`src/rtl/rv32i_pkg.sv`:
```
// Shared definitions for the instruction-memory boot loader.
//   boot_state_e : loader FSM states
//   IMEM_DEPTH   : default instruction memory size in 32-bit words
package rv32i_pkg;

  typedef enum logic [2:0] {
    HDR_LO,
    HDR_HI,
    BYTE,
    WRITE,
    CHK,
    RUN,
    ERROR
  } boot_state_e;

  localparam int IMEM_DEPTH = 64;

endpackage

```
`src/rtl/boot_word_assembler.sv`:
```
// Assembles little-endian 32-bit words from a byte stream and keeps an
// 8-bit additive checksum of every byte taken in.
// Ports:
//   clk, reset  : clock, synchronous active-high reset
//   clear       : restart byte lane and checksum (start of a payload)
//   byte_valid  : byte_in is consumed this cycle
//   byte_in     : incoming payload byte
//   word        : assembled word (complete once last_byte was consumed)
//   sum         : running payload sum, modulo 256
//   byte_idx    : lane the next byte lands in
//   last_byte   : next byte completes a word
module boot_word_assembler
  import rv32i_pkg::*;
(
  input  logic        clk,
  input  logic        reset,
  input  logic        clear,
  input  logic        byte_valid,
  input  logic [7:0]  byte_in,
  output logic [31:0] word,
  output logic [7:0]  sum,
  output logic [1:0]  byte_idx,
  output logic        last_byte
);

  logic [31:0] word_q, word_d;
  logic [7:0]  sum_q, sum_d;
  logic [1:0]  byte_idx_q, byte_idx_d;

  always_comb begin
    // NOTE: every variable gets a default first so no path leaves it
    // unassigned, which would otherwise infer a latch.
    word_d     = word_q;
    sum_d      = sum_q;
    byte_idx_d = byte_idx_q;
    if (clear) begin
      byte_idx_d = 2'd0;
      sum_d      = 8'd0;
    end else if (byte_valid) begin
      // Lane byte_idx holds bits [8*byte_idx +: 8]: first byte is the LSB.
      word_d[{byte_idx_q, 3'b000} +: 8] = byte_in;
      sum_d      = sum_q + byte_in;
      byte_idx_d = byte_idx_q + 2'd1;   // wraps 3 -> 0 for the next word
    end
  end

  always_ff @(posedge clk) begin
    // NOTE: sequential state uses non-blocking assignments so every flop
    // samples the pre-edge values regardless of statement order.
    if (reset) begin
      word_q     <= '0;
      sum_q      <= '0;
      byte_idx_q <= '0;
    end else begin
      word_q     <= word_d;
      sum_q      <= sum_d;
      byte_idx_q <= byte_idx_d;
    end
  end

  assign word      = word_q;
  assign sum       = sum_q;
  assign byte_idx  = byte_idx_q;
  assign last_byte = (byte_idx_q == 2'd3);

endmodule

```
`src/rtl/imem_boot_loader.sv`:
```
// Boot loader: receives a framed byte stream (16-bit word count, payload,
// checksum), writes the payload words into the instruction memory and holds
// the CPU in reset until a load completes with a matching checksum.
// Ports:
//   clk, reset          : clock, synchronous active-high reset
//   load_start          : restart a load from RUN or ERROR
//   rx_data/rx_valid    : incoming byte stream
//   rx_ready            : byte accepted this cycle when rx_valid is also high
//   mem_we/mem_waddr/mem_wdata : instruction memory write port
//   cpu_hold            : keeps the CPU core in reset while high
//   load_done           : one-cycle pulse on entry to RUN
//   load_err            : high while in ERROR
//   overflow            : sticky, header word count exceeded DEPTH
module imem_boot_loader
  import rv32i_pkg::*;
#(
  parameter int DEPTH  = IMEM_DEPTH,
  parameter int ADDR_W = $clog2(DEPTH)
) (
  input  logic              clk,
  input  logic              reset,
  input  logic              load_start,
  input  logic [7:0]        rx_data,
  input  logic              rx_valid,
  output logic              rx_ready,
  output logic              mem_we,
  output logic [ADDR_W-1:0] mem_waddr,
  output logic [31:0]       mem_wdata,
  output logic              cpu_hold,
  output logic              load_done,
  output logic              load_err,
  output logic              overflow
);

  localparam logic [16:0] DEPTH_L = 17'(DEPTH);

  boot_state_e state_q, state_d;
  logic [15:0] cnt_q, cnt_d;
  logic [15:0] word_idx_q, word_idx_d;
  logic        rx_ready_q, rx_ready_d;
  logic        load_done_q, load_done_d;
  logic        overflow_q, overflow_d;

  logic        xfer;
  logic [15:0] new_cnt;
  logic [15:0] word_idx_inc;
  logic        restart;
  logic        asm_clear;
  logic        asm_valid;
  logic [31:0] asm_word;
  logic [7:0]  asm_sum;
  logic [1:0]  asm_byte_idx;
  logic        asm_last;

  assign xfer         = rx_valid && rx_ready_q;
  assign new_cnt      = {rx_data, cnt_q[7:0]};
  assign word_idx_inc = word_idx_q + 16'd1;
  assign restart      = load_start && (state_q == RUN || state_q == ERROR);
  assign asm_clear    = (state_q == HDR_HI) && xfer;
  assign asm_valid    = (state_q == BYTE) && xfer;

  boot_word_assembler u_asm (
    .clk        (clk),
    .reset      (reset),
    .clear      (asm_clear),
    .byte_valid (asm_valid),
    .byte_in    (rx_data),
    .word       (asm_word),
    .sum        (asm_sum),
    .byte_idx   (asm_byte_idx),
    .last_byte  (asm_last)
  );

  // State register and all loader flops.
  always_ff @(posedge clk) begin
    if (reset) begin
      state_q     <= HDR_LO;
      cnt_q       <= '0;
      word_idx_q  <= '0;
      rx_ready_q  <= 1'b0;
      load_done_q <= 1'b0;
      overflow_q  <= 1'b0;
    end else begin
      state_q     <= state_d;
      cnt_q       <= cnt_d;
      word_idx_q  <= word_idx_d;
      rx_ready_q  <= rx_ready_d;
      load_done_q <= load_done_d;
      overflow_q  <= overflow_d;
    end
  end

  // Next-state logic.
  always_comb begin
    state_d = state_q;
    unique case (state_q)
      HDR_LO: if (xfer) state_d = HDR_HI;
      HDR_HI: if (xfer) state_d = (new_cnt == 16'd0) ? CHK : BYTE;
      BYTE:   if (xfer && asm_last) state_d = WRITE;
      WRITE:  state_d = (word_idx_inc == cnt_q) ? CHK : BYTE;
      CHK:    if (xfer) state_d = (rx_data == asm_sum) ? RUN : ERROR;
      RUN,
      ERROR:  if (load_start) state_d = HDR_LO;
      default: state_d = HDR_LO;
    endcase
  end

  // Output and datapath logic.
  always_comb begin
    cnt_d       = cnt_q;
    word_idx_d  = word_idx_q;
    overflow_d  = overflow_q;
    // rx_ready follows the state being entered so it is a clean flop output.
    rx_ready_d  = (state_d == HDR_LO) || (state_d == HDR_HI) ||
                  (state_d == BYTE)   || (state_d == CHK);
    load_done_d = (state_d == RUN) && (state_q != RUN);

    if (state_q == HDR_LO && xfer) cnt_d[7:0] = rx_data;
    if (state_q == HDR_HI && xfer) begin
      cnt_d[15:8] = rx_data;
      word_idx_d  = 16'd0;
      if ({1'b0, new_cnt} > DEPTH_L) overflow_d = 1'b1;
    end
    if (state_q == WRITE) word_idx_d = word_idx_inc;
    if (restart) overflow_d = 1'b0;
  end

  // Words past the end of memory are consumed but dropped, never wrapped.
  assign mem_we    = (state_q == WRITE) && ({1'b0, word_idx_q} < DEPTH_L);
  assign mem_waddr = word_idx_q[ADDR_W-1:0];
  assign mem_wdata = asm_word;
  assign rx_ready  = rx_ready_q;
  assign cpu_hold  = (state_q != RUN);
  assign load_done = load_done_q;
  assign load_err  = (state_q == ERROR);
  assign overflow  = overflow_q;

endmodule

```
`config.mk`:
```
export PLATFORM = sky130hd
export DESIGN_NAME = imem_boot_loader
export DESIGN_NICKNAME = d
export VERILOG_FILES = /design/src/rtl/rv32i_pkg.sv /design/src/rtl/boot_word_assembler.sv /design/src/rtl/imem_boot_loader.sv
export SDC_FILE = /design/constraint.sdc
export NUM_CORES = 1
export LEC_CHECK = 0
export ABC_AREA = 1
export CAP_MARGIN = 20
export CORE_MARGIN = 3
export CORE_UTILIZATION = 45
export DETAILED_ROUTE_END_ITERATION = 8
export HOLD_SLACK_MARGIN = 0.15
export PLACE_DENSITY = 0.66
export SLEW_MARGIN = 20
export SYNTH_ARGS = -nofsm -noshare
export SYNTH_HDL_FRONTEND = slang
export SYNTH_SLANG_ARGS = --single-unit
```
`constraint.sdc`:
```
create_clock -name clk -period 2.1 [get_ports clk]
set_input_delay 0.525 -clock clk [delete_from_list [all_inputs] [get_ports clk]]
set_output_delay 0.525 -clock clk [all_outputs]
set_load 0.03 [all_outputs]
```
# Word level (Yosys, flattened, before mapping)
# Cells that the tools add are included.
dict set report classes {
  n_mux 12
  n_eq_ne 14
  shifts 2
  bitwise 1
  div_mod_pow 0
  reduce_logical 21
  multipliers 0
  order_cmp 2
  add_sub_neg 4
}
# op n
set ops {}
lappend ops {{$bwmux 32} 1}
lappend ops {{$mux 16} 2}
lappend ops {{$shift 8x7->32 const A} 1}
lappend ops {{$shiftx 8x7->32} 1}
lappend ops {{$mux 3} 7}
lappend ops {{$pmux 3 s6} 1}
lappend ops {{$add 16x1->16 const B} 1}
lappend ops {{$eq 16x16->1} 1}
lappend ops {{$gt 16x7->1 const B} 1}
lappend ops {{$logic_not 16->1} 1}
lappend ops {{$lt 16x7->1 const B} 1}
lappend ops {{$eq 3x3->1 const B} 5}
lappend ops {{$eq 3x2->1 const B} 3}
lappend ops {{$add 8x8->8} 1}
lappend ops {{$eq 8x8->1} 1}
lappend ops {{$logic_and 1x1->1} 8}
lappend ops {{$neg 5->7} 1}
lappend ops {{$eq 3x1->1 const B} 2}
lappend ops {{$logic_not 3->1} 2}
lappend ops {{$reduce_or 2->1} 3}
lappend ops {{$logic_or 1x1->1} 4}
lappend ops {{$reduce_and 2->1} 2}
lappend ops {{$ne 3x3->1 const B} 1}
lappend ops {{$add 2x1->2 const B} 1}
lappend ops {{other kinds (4)} 4}
dict set report totals {
  rom_bits 0
  ramBits 0
  elab_cells 66
  latch_bits 0
  in_bits 12
  n_memories 0
  regBits 80
  out_inout_bits 44
}

# Depth between registers and ports, before layout
# Gate-level depths: netlist (run 1).
dict set report logic_depth {
  ltp_word 8
  ltp_mapped 16
}

# Modules after synthesis
# A second synthesis (run 1) with hierarchy kept.
dict set report unflattened {
  hier_cells 694
  hier_area_um2 4619.4
}
# mod area_each_um2 instances seq_area_each_um2 cells_per_inst
set modules_own_cells {}
lappend modules_own_cells {imem_boot_loader 2560.0 1 760.7 420}
lappend modules_own_cells {boot_word_assembler 2059.5 1 840.8 274}

# Worst setup path before layout (run 1)
# No wires, ideal clock.
dict set report synth_timing {
  path_type {flip-flop to output port}
  start {reg state_q[0]}
  end {out mem_we}
  slack_ps -128
  stages_incl_launch_ff 6
  t_arrival_ps 1703
  required_ps 1575
  path_buffers 1
  cell_sequence {dfxtp_1 nand2_1 nor2_1 buf_4 nand4_1 nor4_1}
}
dict set report synth_between {
  elab_chain_len 2
}
# item line_no
set synth_lines {}
lappend synth_lines {{from (decl)} imem_boot_loader.sv:37} ;# boot_state_e state_q, state_d;
lappend synth_lines {{from (signal assigned)} imem_boot_loader.sv:84} ;# state_q <= state_d;
lappend synth_lines {{$eq 3x2->1} imem_boot_loader.sv:129} ;# assign mem_we = (state_q == WRITE) && ({1'b0, word_idx_q} < DEPTH_L);
lappend synth_lines {{$logic_and 1x1->1} imem_boot_loader.sv:129}
lappend synth_lines {{to (decl)} imem_boot_loader.sv:26} ;# output logic mem_we,
# No other way between the ends.

# Worst setup path in the final report (run 1)
dict set report layout_timing {
  start {reg word_idx_q[0]}
  end {out mem_waddr[0]}
}
# item line_no
set layout_lines {}
lappend layout_lines {{from (decl)} imem_boot_loader.sv:39} ;# logic [15:0] word_idx_q, word_idx_d;
lappend layout_lines {{from (signal assigned)} imem_boot_loader.sv:86} ;# word_idx_q <= word_idx_d;
lappend layout_lines {{to (decl)} imem_boot_loader.sv:27} ;# output logic [ADDR_W-1:0] mem_waddr,
# No word-level cell between the ends.

==> Implementation_results.wiki, run 1 <==
{| class="wikitable"
! Metric !! Value
|-
| Outcome || finished clean
|-
| Die area || 10,800 um^2
|-
| Drt total wl || 12,700 um
|-
| Largest buffer count on any clock path || 2
|-
| Pre-antenna DRT Iters || 5
|-
| PD cells || between 500 and 600 nW/um^2
|-
| Startpoint of the most critical register-to-register path || word_idx_q[1]
|-
| Worst setup path endpoint || mem_waddr[0]
|-
| Detailed router's first-iteration violation count || 239
|-
| Post-synthesis cell type count || 33
|-
| Maximum number of pins on one net before global-route repair || 42
|-
| Number of buffers added on ports || 55
|-
| Post-route ant nets || 0
|-
| Critical path cell sequence || buf_6 -> clkdlybuf4s50_1
|-
| Ant. Diodes || 0
|-
| Total congestion overflow after global routing || 0
|-
| Count of endpoints failing setup in the final report || 0
|-
| CTS tree || done
|-
| Number of placement rows || 35
|-
| Number of nets in the final layout || 765
|-
| Post-route clock skew || 0.00842 ns
|-
| Horiz. Die Dim || 104 um
|-
| Ys Warns || 0
|-
| Reg2reg end || state_q[1]
|-
| Avg Cell Area, Syn || just under 7 um^2
|-
| Final HPWL from detailed placement || 9560 um
|-
| Clock transition time at the flip-flop clock pins of the worst setup and hold paths || around 0.090 ns
|-
| DRC violations left || 0
|-
| Portion of the post-synthesis area used by sequential elements || 37.0%
|-
| Maximum vdd drop || 339 uV
|-
| Maximum fanout encountered on the critical timing path || 5
|-
| Reg2reg path depth || 15
|-
| Hold Crit Class || flop to flop
|-
| Share of the cycle needed by the critical path after routing || 96.1%
|-
| Wire length of the first global-routing pass || 21,100 um
|-
| Critical Path Max Stage Delay || 0.66 ns
|-
| Via count of the first global-routing pass || 4,479
|-
| Weighted congestion reported at the end of routability-driven placement || approximately 0.9
|-
| Antenna violations before repair || 0
|-
| Cell with the biggest individual delay on the critical path || sky130_fd_sc_hd__clkdlybuf4s50_1
|-
| Setup repair after global routing missed its margin || yes
|-
| Post-Synthesis Cells || 639
|-
| Fraction of final layout cells sized beyond drive strength 1 || between 10% and 20%
|-
| Die Span Y || 104 um
|-
| Launch point of the critical path || word_idx_q[0]
|-
| Most common cell after layout, fill and taps aside || sky130_fd_sc_hd__nand2_1
|-
| DR WL/cell || 14.6 um
|-
| Setup TNS || 0 ns
|-
| Nets in the synthesized netlist || 665
|-
| Hold Vio Cnt, Final || 0
|-
| Number of CTS-inserted buffers || 9
|-
| Slew HR || 65.8%
|-
| Highest Clock Rate || 495 MHz
|-
| Detailed-route vias per instance || 5.08
|-
| Deepest level of the CTS H-tree || 3
|-
| Nature of the critical path startpoint || flop
|-
| Arrival time of data at the critical path endpoint || 1.49 ns
|-
| Core Region || 9280 um^2
|-
| Final count of pins violating max slew || 0
|-
| Static power due to leakage || between 2 and 2.5 nW
|-
| Number of vias after detailed routing || between 4,000 and 5,000
|-
| Worst Setup End Kind || primary output
|-
| Worst-margin pin slew || 0.513 ns
|-
| Cell Area, Synth || 4330 um^2
|-
| Clock sink count || 80
|-
| Fill cell total of the finished layout || 881
|-
| Area Overhead vs Synth || 32.1%
|-
| Top library cells by usage in the layout, fill and taps aside || sky130_fd_sc_hd__nand2_1 (138), sky130_fd_sc_hd__inv_1 (79), sky130_fd_sc_hd__dfxtp_1 (72), sky130_fd_sc_hd__nor2_1 (68), sky130_fd_sc_hd__a21oi_1 (66)
|-
| Slack of the worst reg-to-reg path || around 0.14 ns
|-
| Worst skew pair latency || ~0.36 ns
|-
| Critical Path RT || 1.57 ns
|-
| Max-cap check violation count || 0
|-
| Number of storage elements in the synthesis netlist || 80
|-
| Final worst path period need || 2.02 ns
|-
| Category of the most critical setup path || flop to primary output
|-
| Post-Layout Inst Area || approximately 5700 um^2
|-
| I/O pin cnt || 56
|-
| Instance area at placement || ~5300 um^2
|-
| Clock Tree Root || sky130_fd_sc_hd__clkbuf_8
|-
| Effective utilization at floorplan || between 40% and 50%
|-
| All-layer global routing usage || roughly a quarter
|}
[state kept, by name (all words and copies together), names as in the netlist]
register	flops
cnt_q	16
load_done	1
overflow	1
rx_ready	1
state_q	3
u_asm.byte_idx	2
u_asm.sum	8
u_asm.word	32
word_idx_q	16
[kinds of logic (layout without fill, tap and decap cells)]
| logic type | after synthesis | after routing | synth area share, % |
|---|---|---|---|
| buf+inv | 103 | 208 | 9.56 |
| fa+ha+maj | 14 | 14 | 4.22 |
| simple gates | 312 | 312 | 31.7 |
| xor+xnor | 11 | 11 | 2.98 |
| flops | 80 | 80 | 37.0 |
| compound gates | 119 | 119 | 14.6 |
[worst min-delay path by stage]
| stage | startpoint | end | cells past startpoint |
|---|---|---|---|
| CTS | u_asm.word[14] | u_asm.word[14] | 2 |
| finish | u_asm.word[26] | u_asm.word[26] | 2 |
| global route | u_asm.word[15] | u_asm.word[15] | 2 |
| detailed placement | u_asm.word[14] | u_asm.word[14] | 2 |
| global placement | u_asm.word[15] | u_asm.word[15] | 2 |
| floorplan | cnt_q[8] | cnt_q[8] | 2 |
[stage by stage]
stage / setup WS [ns] / total power, mW / cells / hold WS, ns / util (%)
finish: 0.0813 / 2.97 / 873 / 0.465 / 61.6
global route: -0.0322 / 3.10 / 873 / 0.496 / 61.6
CTS: 0.0152 / 2.99 / 869 / 0.469 / 59.6
detailed placement: -0.537 / 1.91 / 853 / 0.454 / 57.6
global placement: -0.525 / 1.90 / 853 / 0.455 / 57.6
floorplan: 0.117 / 1.76 / 639 / 0.444 / -
[worst max-delay path: cells and delay by family (launching register included)]
family | cells | cell delay (ns)
buffers and inverters | 2 | 0.78
DFF | 1 | 0.36
[cell type report]
| class | count | area, um^2 | area share (%) |
|---|---|---|---|
| multi-input combinational | 456 | 2450 | 42.8 |
| tap | 129 | 161 | 2.82 |
| inverter | 82 | 308 | 5.38 |
| sequential | 80 | 1610 | 28.2 |
| clock buffer | 9 | 124 | 2.17 |
| timing repair buffer | 110 | 1010 | 17.6 |
| clock inverter | 7 | 60.1 | 1.05 |
[power breakdown]
group	internal, mW	total, mW	switching (mW)
sequential	1.54	1.56	0.0216
combinational	0.131	0.319	0.188
clock	0.453	1.09	0.633
total	2.12	2.97	0.842
[cell usage after synthesis, drive strengths merged]
cell type,count,share of area [%]
inv,79,6.8
ha,13,3.8
a31oi,2,0.29
o2111ai,1,0.20
a22oi,3,0.52
a21oi,69,8.1
nand2,150,13
clkbuf,12,1.1
nand3b,3,0.52
and3,2,0.29
dfxtp,80,37
nand3,51,6.1
nor4,5,0.72
xnor2,2,0.40
a32oi,3,0.61
o21ai,38,4.4
fa,1,0.46
nor2,79,7.8
nand4,20,2.9
buf,9,1.4
a211oi,3,0.52
clkinv,3,0.26
xor2,7,1.4
nor3,2,0.23
xnor3,2,1.2
[what timing repair did]
item | 4_1_cts | 5_1_grt
pin swaps | 1 | 20
gates resized for setup | 8 | 49
buffers inserted | 0 | 4
setup endpoints to repair | 6 | 10
hold buffers | 0 | 0
cloned | 0 | 0
[layer usage]
metal / track usage [%] / part of all wire (%) / wire length, um / vias up
met2: 42.2 / 49 / 6250 / 113
met5: 0 / 0 / 0 / -
met4: 10.2 / 3.1 / 397 / 0
li1: - / - / - / 2292
met3: 4.72 / 4.3 / 541 / 31
met1: 27.9 / 43 / 5530 / 2000
Power figures use the tool's default switching activity.
==> inputs of run 2 (changes only) <==
--- a/config.mk
+++ b/config.mk
@@ -7,7 +7,7 @@
 export LEC_CHECK = 0
 export ABC_AREA = 1
 export CAP_MARGIN = 20
-export CORE_MARGIN = 3
+export CORE_MARGIN = 2
 export CORE_UTILIZATION = 45
 export DETAILED_ROUTE_END_ITERATION = 8
 export HOLD_SLACK_MARGIN = 0.15
==> Implementation_results.wiki, run 2 (same netlist as run 1, synthesis figures left out) <==
{| class="wikitable"
! Metric !! Value
|-
| Worst Setup End Kind || primary output
|-
| PD cells || roughly 540 nW/um^2
|-
| All-layer global routing usage || 24.5%
|-
| Share of the cycle needed by the critical path after routing || 97.3%
|-
| Number of nets in the final layout || 760
|-
| Number of CTS-inserted buffers || 9
|-
| Post-route clock skew || 0.0126 ns
|-
| Detailed-route vias per instance || just over 5
|-
| Clock Tree Root || sky130_fd_sc_hd__clkbuf_8
|-
| Detailed router's first-iteration violation count || 173
|-
| Via count of the first global-routing pass || 4,249
|-
| Drt total wl || 12,500 um
|-
| Slew HR || 67.0%
|-
| Worst-margin pin slew || between 0.4 and 0.5 ns
|-
| Most common cell after layout, fill and taps aside || sky130_fd_sc_hd__nand2_1
|-
| Final worst path period need || 2.04 ns
|-
| Outcome || finished clean
|-
| Placement Setup Slack || -0.511 ns
|-
| Weighted congestion reported at the end of routability-driven placement || 0.943
|-
| Met1 global-route usage || 31.0%
|-
| Core Region || 9280 um^2
|-
| Total congestion overflow after global routing || 0
|-
| Worst skew pair latency || 0.36 ns
|-
| Maximum fanout encountered on the critical timing path || 6
|-
| Post-route ant nets || 0
|-
| Most Used Layer, Global Route || met2
|-
| Clock sink count || 80
|-
| Met2 Usage GRT || 40.8%
|-
| Highest Clock Rate || 489 MHz
|-
| Effective utilization at floorplan || between 40% and 50%
|-
| Antenna violations before repair || 0
|-
| Die area || ~10,000 um^2
|-
| DRC violations left || 0
|-
| Global routing met3 resource utilization || between 4 and 5%
|-
| Static power due to leakage || 2.36 nW
|-
| Pre-antenna DRT Iters || 5
|-
| Top library cells by usage in the layout, fill and taps aside || sky130_fd_sc_hd__nand2_1 (145), sky130_fd_sc_hd__inv_1 (79), sky130_fd_sc_hd__dfxtp_1 (72), sky130_fd_sc_hd__nor2_1 (68), sky130_fd_sc_hd__a21oi_1 (68)
|-
| Final HPWL from detailed placement || 9300 um
|-
| Setup repair after global routing missed its margin || yes
|-
| Hold buffer count at cts || 0
|-
| CTS tree || done
|-
| Category of the most critical setup path || flop to primary output
|-
| Setup TNS || 0 ns
|-
| Min Hold Slack || 0.467 ns
|-
| Deepest level of the CTS H-tree || 3
|-
| I/O pin cnt || 56
|-
| Horiz. Die Dim || 102 um
|-
| Fraction of final layout cells sized beyond drive strength 1 || 13.8%
|-
| Count of endpoints failing setup in the final report || 0
|-
| Number of buffers added on ports || between 50 and 60
|-
| Maximum vdd drop || 332 uV
|-
| Area Overhead vs Synth || 29.6%
|-
| DR WL/cell || 14.4 um
|-
| Hold Vio Cnt, Final || 0
|-
| Nature of the critical path startpoint || flop
|-
| Maximum number of pins on one net before global-route repair || between 40 and 50
|-
| Number of placement rows || 35
|-
| Critical Path RT || 1.57 ns
|-
| Max-cap check violation count || 0
|-
| Clock transition time at the flip-flop clock pins of the worst setup and hold paths || roughly 0.080 ns
|-
| Flip-flop count of the largest register after layout || 32
|-
| Number of vias after detailed routing || 4,379
|-
| Ant. Diodes || 0
|-
| PnR worst setup slack || 0.0563 ns
|-
| Final count of pins violating max slew || 0
|-
| Largest buffer count on any clock path || 2
|-
| Final cell utilization of the core || 60.5%
|-
| Die Span Y || 102 um
|-
| Wire length of the first global-routing pass || just under 20,000 um
|-
| Hold Crit Class || flop to flop
|-
| Arrival time of data at the critical path endpoint || 1.52 ns
|}
[run 2: final cells by class]
class / instances / area, um^2
Fill cell: 888 / 3670
Clock inverter: 5 / 56.3
Timing Repair Buffer: 105 / 951
Inverter: 82 / 308
Sequential cell: 80 / 1610
Tap cell: 129 / 161
Multi-Input combinational cell: 456 / 2400
Clock buffer: 10 / 128
[run 2: path summary, 6_finish.rpt]
path | start | endpoint | slack (ns) | cells after the start
worst max-delay path | state_q[0] | load_err | 0.06 | 4
worst min-delay path | u_asm.word[15] | u_asm.word[15] | 0.47 | 2
worst min register to register | u_asm.word[15] | u_asm.word[15] | 0.47 | 2
worst max register to register | word_idx_q[0] | state_q[1] | 0.13 | 12
[run 2: worst max-delay path, stage by stage, from the launching register on]
cell and delay [ns]:
sky130_fd_sc_hd__dfxtp_2 0.36, sky130_fd_sc_hd__nor2_1 0.15, sky130_fd_sc_hd__inv_1 0.11, sky130_fd_sc_hd__nor2_1 0.15
sky130_fd_sc_hd__clkdlybuf4s15_1 0.39
[run 2: where the power goes]
| part | switching, mW | total [mW] | internal (mW) |
|---|---|---|---|
| clock network | 0.586 | 1.13 | 0.544 |
| registers | 0.0219 | 1.56 | 1.54 |
| logic | 0.189 | 0.321 | 0.132 |
[run 2: metrics by stage]
stage	cells	total power, mW	instance area, um^2
after detailed placement	851	1.91	5320
after global placement	851	1.90	5320
final	867	3.02	5610
after floorplan	639	1.76	4340
after global routing	867	3.14	5610
after CTS	866	3.02	5510
[run 2: layer usage]
layer	wire length, um	up-vias
li1	-	2282
met1	5670	1957
met2	5910	112
met3	599	28
met4	331	0
met5	0	-
[run 2: repair_timing]
action,in CTS,in global routing
gates cloned,0,0
gates resized for setup,9,29
hold endpoints to repair,0,0
buffers inserted,0,1
endpoints found under the setup margin,6,11
pin swaps,1,2
==> inputs of run 3 (changes only) <==
--- a/config.mk
+++ b/config.mk
@@ -10,6 +10,7 @@
 export CORE_MARGIN = 2
 export CORE_UTILIZATION = 45
 export DETAILED_ROUTE_END_ITERATION = 8
+export GPL_ROUTABILITY_DRIVEN = 1
 export HOLD_SLACK_MARGIN = 0.15
 export PLACE_DENSITY = 0.66
 export SLEW_MARGIN = 20
==> results of run 3 <==
Final layout, timing and power as in run 2 (identical DEF).
